--- config.mk ---
export PLATFORM = sky130hd
export DESIGN_NAME = mult_div
export DESIGN_NICKNAME = d
export VERILOG_FILES = /design/src/rtl/mult_div.sv
export SDC_FILE = /design/constraint.sdc
export NUM_CORES = 1
export LEC_CHECK = 0
export BUFFER_PORTS_ARGS = -buffer_cell sky130_fd_sc_hd__buf_4
export CAP_MARGIN = 40
export CORE_MARGIN = 8
export CORE_UTILIZATION = 56
export CTS_CLUSTER_DIAMETER = 30
export DETAILED_ROUTE_END_ITERATION = 6
export PLACE_DENSITY_LB_ADDON = 0.25
export SYNTH_ARGS = -nofsm -noshare
export SYNTH_HDL_FRONTEND = slang
export SYNTH_SLANG_ARGS = --single-unit
--- constraint.sdc ---
create_clock -name clk -period 6.66 [get_ports clk]
set_input_delay 0.666 -clock clk [delete_from_list [all_inputs] [get_ports clk]]
set_output_delay 0.666 -clock clk [all_outputs]
set_load 0.05 [all_outputs]
--- src/rtl/mult_div.sv ---
// Iterative MIPS multiply/divide unit: shift-add multiply and restoring divide,
// one bit per cycle, with internal HI/LO registers and direct MTHI/MTLO writes.
module mult_div #(
    parameter int WIDTH = 32
) (
    input  logic             clk,
    input  logic             rst,
    input  logic [WIDTH-1:0] in_a_md,
    input  logic [WIDTH-1:0] in_b_md,
    input  logic [1:0]       op_md,
    input  logic             start_md,
    input  logic             wr_hi_md,
    input  logic             wr_lo_md,
    output logic             busy_md,
    output logic             done_md,
    output logic [WIDTH-1:0] out_hi_md,
    output logic [WIDTH-1:0] out_lo_md
);

    localparam int CW = (WIDTH > 1) ? $clog2(WIDTH) : 1;

    localparam logic [1:0] IDLE = 2'd0;
    localparam logic [1:0] CALC = 2'd1;
    localparam logic [1:0] FIX  = 2'd2;

    logic [1:0]       state;
    logic [CW-1:0]    cnt;
    logic             is_div;
    logic             neg_a, neg_b;
    logic [WIDTH-1:0] a_raw, mag_a, mag_b;
    logic [WIDTH-1:0] acc_hi, acc_lo;
    logic [WIDTH-1:0] hi_q, lo_q;
    logic             done_q;

    logic             sgn_a_in, sgn_b_in;
    logic [WIDTH-1:0] mag_a_in, mag_b_in;
    logic [WIDTH:0]   mul_sum;
    logic [WIDTH:0]   div_shift;
    logic             div_ge;
    logic [WIDTH-1:0] div_diff;
    logic [WIDTH-1:0] step_hi, step_lo;
    logic [2*WIDTH-1:0] prod, prod_neg;
    logic [WIDTH-1:0] fix_hi, fix_lo;

    assign busy_md   = (state != IDLE);
    assign done_md   = done_q;
    assign out_hi_md = hi_q;
    assign out_lo_md = lo_q;

    // op_md[0] set means unsigned, so no sign is extracted.
    always_comb begin
        sgn_a_in = ~op_md[0] & in_a_md[WIDTH-1];
        sgn_b_in = ~op_md[0] & in_b_md[WIDTH-1];
        mag_a_in = sgn_a_in ? -in_a_md : in_a_md;
        mag_b_in = sgn_b_in ? -in_b_md : in_b_md;
    end

    // One iteration: multiply shifts the 2W accumulator right, divide shifts left.
    always_comb begin
        mul_sum   = {1'b0, acc_hi} + (acc_lo[0] ? {1'b0, mag_a} : {(WIDTH + 1){1'b0}});
        div_shift = {acc_hi, acc_lo[WIDTH-1]};
        div_ge    = div_shift >= {1'b0, mag_b};
        div_diff  = div_shift[WIDTH-1:0] - mag_b;
        if (is_div) begin
            step_hi = div_ge ? div_diff : div_shift[WIDTH-1:0];
            step_lo = {acc_lo[WIDTH-2:0], div_ge};
        end else begin
            step_hi = mul_sum[WIDTH:1];
            step_lo = {mul_sum[0], acc_lo[WIDTH-1:1]};
        end
    end

    always_comb begin
        prod     = {acc_hi, acc_lo};
        prod_neg = -prod;
        if (is_div) begin
            if (mag_b == '0) begin
                fix_lo = '1;
                fix_hi = a_raw;
            end else begin
                fix_lo = (neg_a ^ neg_b) ? -acc_lo : acc_lo;
                fix_hi = neg_a ? -acc_hi : acc_hi;
            end
        end else if (neg_a ^ neg_b) begin
            fix_hi = prod_neg[2*WIDTH-1:WIDTH];
            fix_lo = prod_neg[WIDTH-1:0];
        end else begin
            fix_hi = acc_hi;
            fix_lo = acc_lo;
        end
    end

    always_ff @(posedge clk or posedge rst) begin
        if (rst) begin
            state  <= IDLE;
            cnt    <= '0;
            is_div <= 1'b0;
            neg_a  <= 1'b0;
            neg_b  <= 1'b0;
            a_raw  <= '0;
            mag_a  <= '0;
            mag_b  <= '0;
            acc_hi <= '0;
            acc_lo <= '0;
            hi_q   <= '0;
            lo_q   <= '0;
            done_q <= 1'b0;
        end else begin
            done_q <= (state == FIX);
            case (state)
                IDLE: begin
                    if (start_md) begin
                        state  <= CALC;
                        cnt    <= '0;
                        is_div <= op_md[1];
                        neg_a  <= sgn_a_in;
                        neg_b  <= sgn_b_in;
                        a_raw  <= in_a_md;
                        mag_a  <= mag_a_in;
                        mag_b  <= mag_b_in;
                        acc_hi <= '0;
                        acc_lo <= op_md[1] ? mag_a_in : mag_b_in;
                    end else begin
                        if (wr_hi_md) hi_q <= in_a_md;
                        if (wr_lo_md) lo_q <= in_a_md;
                    end
                end
                CALC: begin
                    acc_hi <= step_hi;
                    acc_lo <= step_lo;
                    if (cnt == CW'(WIDTH - 1)) begin
                        state <= FIX;
                        cnt   <= '0;
                    end else begin
                        cnt <= cnt + 1'b1;
                    end
                end
                FIX: begin
                    state <= IDLE;
                    hi_q  <= fix_hi;
                    lo_q  <= fix_lo;
                end
                default: state <= IDLE;
            endcase
        end
    end

endmodule

Word-level counts from Yosys, hierarchy flattened
Cells that the tools add are included.
{"block": "word_totals", "reg_bits": 235, "inputBits": 71, "out_inout_bits": 66, "elab_cells": 75}
{"block": "classes", "addsub": 8, "magnitude_cmp": 1, "eq_ne": 8, "n_mux": 31, "bitwise": 4, "reduce_logical": 10}
{"cell": "$mux W32", "n": 21}
{"cell": "$pmux W32 S2", "n": 4}
{"cell": "$neg A32 Y32", "n": 4}
{"cell": "$neg A64 Y64", "n": 1}
{"cell": "$add A32 B32 Y33", "n": 1}
{"cell": "$ge A33 B32 Y1", "n": 1}
{"cell": "$logic_not A32 Y1", "n": 1}
{"cell": "$sub A32 B32 Y32", "n": 1}
{"cell": "$mux W5", "n": 2}
{"cell": "$ne A2 B2 Y1 const B", "n": 5}
{"cell": "$pmux W5 S2", "n": 1}
{"cell": "$reduce_and A2 Y1", "n": 3}
{"cell": "$reduce_and A3 Y1", "n": 2}
{"cell": "$reduce_bool A2 Y1", "n": 3}
{"cell": "$add A5 B1 Y5 const B", "n": 1}
{"cell": "$eq A5 B5 Y1 const B", "n": 1}
{"cell": "$mux W2", "n": 2}
{"cell": "$pmux W2 S2", "n": 1}
{"cell": "$and A1 B1 Y1", "n": 2}
{"cell": "$eq A2 B1 Y1 const B", "n": 1}
{"cell": "$eq A2 B2 Y1 const B", "n": 1}
{"cell": "$logic_not A2 Y1", "n": 1}
{"cell": "$not A1 Y1", "n": 1}
{"cell": "$xor A1 B1 Y1", "n": 1}

Logic depth before layout (Yosys ltp)
{"block": "logic_depth", "word_depth": 6, "mapped_depth": 15, "depth_no_buf": 13}

Worst setup path after synthesis
Ideal clock, no wire load.
{"block": "synth_path", "kind": "flip-flop to flip-flop", "from": "register acc_hi[4]", "to": "register acc_hi[3]", "setup_time_ns": 0.133, "t_arrival_ns": 3.264, "required_ns": 6.527, "path_slack_ns": 3.262, "path_stages_with_launch": 14, "n_path_buf": 3, "synth_period_minus_slack_ns": 3.398, "path_cell_list": "dfrtp_1 -> ha_1 -> clkbuf_1 -> nand4_1 -> nor2_1 -> o21ai_0 -> a311oi_1 -> o21bai_1 -> a2111oi_0 -> o31a_1 -> buf_4 -> buf_2 -> mux2i_1 -> o21ai_0"}
{"block": "synth_between", "elab_chain_cells": 4, "elab_cells_between_ends": 5, "cone_classes": "add/sub: 1; order compare: 1; mux: 3"}
{"item": "start, declared", "line_no": "31", "source": "logic [WIDTH-1:0] acc_hi, acc_lo;"}
{"item": "start signal, assigned", "line_no": "129", "source": "acc_hi <= step_hi;"}
{"item": "$ge A33 B32 Y1", "line_no": "62", "source": "div_ge = div_shift >= {1'b0, mag_b};"}
{"item": "$mux W32", "line_no": "65", "source": "step_hi = div_ge ? div_diff : div_shift[WIDTH-1:0];"}
{"item": "$mux W32 *", "line_no": "64", "source": "if (is_div) begin"}
{"item": "$pmux W32 S2 *", "line_no": "110", "source": "case (state)"}
Every way passes the cells marked *; elsewhere a longest branch is shown, timed or not.
A chain may end at the register's enable or synchronous reset.

Final worst setup path
{"block": "layout_path", "from": "register acc_hi[4]", "to": "register acc_hi[26]"}
{"block": "layout_between", "elab_chain_cells": 4, "elab_cells_between_ends": 6, "cone_classes": "add/sub: 2; order compare: 1; mux: 3"}
{"item": "$sub A32 B32 Y32 / $ge A33 B32 Y1 (equally long branches)", "line_no": "63, 62"}
{"item": "$mux W32", "line_no": "65"}
{"item": "$mux W32 *", "line_no": "64"}
{"item": "$pmux W32 S2 *", "line_no": "110"}
Marked as above.

==> run metrics <==
Setup CP Type flip-flop to flip-flop; # IOs 137; slew margin rel. 32.7%; Synth Area per Inst 7.92 um2; Bufs and invs on worst path 1; CP Max Fanout 29; Setup-failing EPs final 0; vias in the first global route 17,800; Worst Skew 0.0266 ns; CP Cell Sequence ha_1, nand4_1, nor2_1, o21ai_0, a311oi_1, o21bai_1, a2111oi_0, o31a_1, buf_4, mux2_2, a211oi_1; Worst path max stage delay 0.89 ns; #FFs+latches synth 234; pwr/cell area 649 nW/um2; CTS Hold Bufs 0; post-synth cell types 75; setup bufs post-CTS 0; CTS H-Tree Depth 2; routed wire length 67.3 mm; Mapped Cells 2,271; RSZ-0062 raised after global routing no; # fillers 2,646; CP top delay family compound AO/OA/AOI/OAI gates; Reg clk slew, reported paths 0.05 ns; number of synthesized flops with an enable pin 0; die span in x 195 um; setup_tns 0 ns; worst skew pair latency 0.59 ns; P_leak 9.29 nW; Ys Warns 0; Mapped Area 18,000 um2; starting density of the core 56.9%; crit start category flip-flop; Placement Setup Slack 2.46 ns; first-pass GRT wire length 103 mm; Synthesized Nets 2,414; DIE AREA 38,100 um2; sequential fraction of the synthesis area 32.6%; core footprint 31,600 um2; # rows 65; DR WL/cell 24.3 um; CTS tree built; post-route ant nets 0; Clock Path Buffers 3; final cell utilization of the core 66.9%; Hold WS 0.114 ns; measured slew at the worst slew-check pin 1.01 ns; via count 18,300; Worst VDD drop 0.336 mV; vias per std cell 6.59; CTS sink cnt 234; asr flop ratio synth 100%; drt pass-1 iters 6; Initial DRC Count 2,044; fin crit share 66.0%; DR DRC count 0; crit path capture type flip-flop; aggregate global routing overflow 0; Sequential Power Share 21.8%; total CTS buffers 58; nets 2,466; Crit-path slowest cell a2111oi_0; Die Y 195 um; FMAX 228 MHz; CP required 7.13 ns; NetSw 6.64 mW; final slew viol count 0; minimum clock period 4.40 ns; Final WS setup 2.26 ns; Final GP Congestion 0.995; logic gate share of total power 56.9%; status complete, no violations; final hold vios 0; Post-CTS Resized 0; Critical Path AT 4.87 ns; CTS Root Cell clkbuf_16; gr usage total 34.3%; Most used DFF post-synth dfrtp_1; Switching Fraction 48.3%; Clk network pwr share 21.3%; Max-cap violations 0; P&R area growth vs syn 17.7%; post-DP HPWL 49.3 mm; port buffer count 136; share of layout cells above drive strength 1 12.5%; antenna violations before repair 3; largest net degree at the start of global routing 153; Hold Path Class primary input to asynchronous set/reset pin; internal cell power 7.11 mW
## synth_stat cells, drive strengths merged (5+ instances only)
cell type | count | area, um2
nor2b | 17 | 106
nand3 | 36 | 180
or4 | 17 | 135
a31oi | 28 | 175
nor3 | 46 | 230
or2 | 8 | 50.1
o31ai | 28 | 215
buf | 21 | 101
xnor2 | 104 | 911
a221oi | 14 | 123
o21bai | 11 | 82.6
ha | 70 | 876
and3 | 15 | 93.8
xor2 | 87 | 762
o21ai | 248 | 1240
a22oi | 21 | 158
dfrtp | 234 | 5860
nand2 | 322 | 1220
nand2b | 21 | 131
clkbuf | 152 | 572
or3 | 26 | 163
nor4 | 27 | 199
a21oi | 159 | 796
a21o | 35 | 263
o221ai | 8 | 70.1
and2 | 39 | 244
a211oi | 48 | 360
o31a | 5 | 43.8
o22ai | 38 | 238
inv | 63 | 236
mux2i | 58 | 581
mux2 | 5 | 56.3
nor2 | 138 | 518
o41ai | 14 | 123
o211ai | 23 | 173
nand4 | 19 | 119
o21a | 12 | 90.1
## layer usage
metal  part of all wire (%)  up-vias  global-route usage [%]  routed length [um]
met5                  0.048        -                       0                  32
met4                    5.9        6                    19.5                3990
met2                     46      979                    54.3               30900
met1                     38     8789                    42.6               25500
met3                     10      223                    8.22                6780
li1                       -     8267                       -                   -
## worst paths after layout
kind / start / end / slack (ns) / cells after the start
hold / removal: rst / out_hi_md[31] / 0.11 / 2
min in group clk: in_a_md[4] / a_raw[4] / 0.36 / 3
max in group asynchronous: rst / is_div / 5.20 / 3
hold reg to reg: mag_a[19] / mag_a[19] / 0.47 / 2
setup / recovery: acc_hi[4] / acc_hi[26] / 2.26 / 11
setup reg to reg: acc_hi[4] / acc_hi[26] / 2.26 / 11
## through the flow
step | power, mW | cell area (um2) | instances
final | 13.7 | 21200 | 2773
after global routing | 14.6 | 21200 | 2771
after CTS | 13.6 | 21200 | 2771
after detailed placement | 10.6 | 19100 | 2665
after global placement | 10.5 | 19100 | 2660
after floorplan | 8.44 | 18000 | 2271
## cell type report
class | count | area (um2) | share of cell area [%]
clock inverter | 33 | 439 | 2.07
sequential | 234 | 5860 | 27.7
antenna | 2 | 5.00 | 0.0236
clock buffer | 73 | 1590 | 7.50
multi-input combinational | 1800 | 11300 | 53.2
timing repair buffer | 165 | 1270 | 6.00
tap | 402 | 503 | 2.38
inverter | 64 | 244 | 1.15
## state kept, by name, indices dropped and copies added, names as in the netlist
register / count
cnt: 5
done_md: 1
acc_lo: 32
neg_a: 1
neg_b: 1
is_div: 1
mag_a: 31
out_lo_md: 32
acc_hi: 32
out_hi_md: 32
a_raw: 32
mag_b: 32
state: 2
## power groups by stage
| stage | clock (mW) | combinational [mW] | sequential (mW) |
|---|---|---|---|
| 2_1_floorplan | 0 | 5.26 | 3.19 |
| 3_3_place_gp | 0 | 7.49 | 2.97 |
| 3_5_place_dp | 0 | 7.62 | 2.98 |
| 4_1_cts | 2.93 | 7.69 | 2.97 |
| 5_1_grt | 3.01 | 8.48 | 3.07 |
| 6_report | 2.93 | 7.82 | 3.00 |
## cell families (layout without fill, tap and decap cells)
| group | Yosys count | after routing | share of synthesized area, % |
|---|---|---|---|
| buffers and inverters | 237 | 335 | 5.08 |
| XOR/XNOR | 191 | 191 | 9.30 |
| flip-flops | 234 | 234 | 32.6 |
| adder cells (fa/ha/maj) | 72 | 72 | 5.09 |
| AND/OR/NAND/NOR | 743 | 743 | 19.4 |
| multiplexers | 63 | 63 | 3.54 |
| other | 0 | 2 | 0 |
| AO/OA/AOI/OAI | 731 | 731 | 25.0 |
## cells in the final DEF (no fill, tap or decap), types with 8 or more instances in the layout
| cell type | synthesis | layout |
|---|---|---|
| a221oi_1 | 14 | 14 |
| nor3_1 | 46 | 46 |
| o41ai_1 | 14 | 14 |
| nor2b_1 | 17 | 16 |
| o21ai_0 | 246 | 246 |
| mux2i_1 | 58 | 58 |
| a22oi_1 | 21 | 21 |
| and2_1 | 39 | 38 |
| dfrtp_1 | 234 | 233 |
| nor4_1 | 25 | 25 |
| or3_1 | 26 | 26 |
| o22ai_1 | 38 | 38 |
| a21o_1 | 35 | 35 |
| xor2_1 | 87 | 86 |
| clkinv_2 | 0 | 12 |
| or4_1 | 15 | 15 |
| o211ai_1 | 23 | 23 |
| clkbuf_1 | 151 | 8 |
| o31ai_1 | 27 | 27 |
| o21bai_1 | 11 | 9 |
| or2_2 | 8 | 8 |
| nand2b_1 | 21 | 21 |
| nand2_1 | 321 | 320 |
| inv_1 | 63 | 61 |
| nand4_1 | 19 | 19 |
| a211oi_1 | 48 | 48 |
| buf_4 | 3 | 161 |
| and3_1 | 15 | 15 |
| xnor2_1 | 104 | 103 |
| o221ai_1 | 8 | 8 |
| bufinv_16 | 0 | 9 |
| ha_1 | 70 | 70 |
| nor2_1 | 138 | 137 |
| a21oi_1 | 159 | 159 |
| a31oi_1 | 28 | 28 |
| nand3_1 | 36 | 36 |
| o21a_1 | 12 | 12 |
| clkbuf_16 | 0 | 59 |
Power figures use the tool's default switching activity.
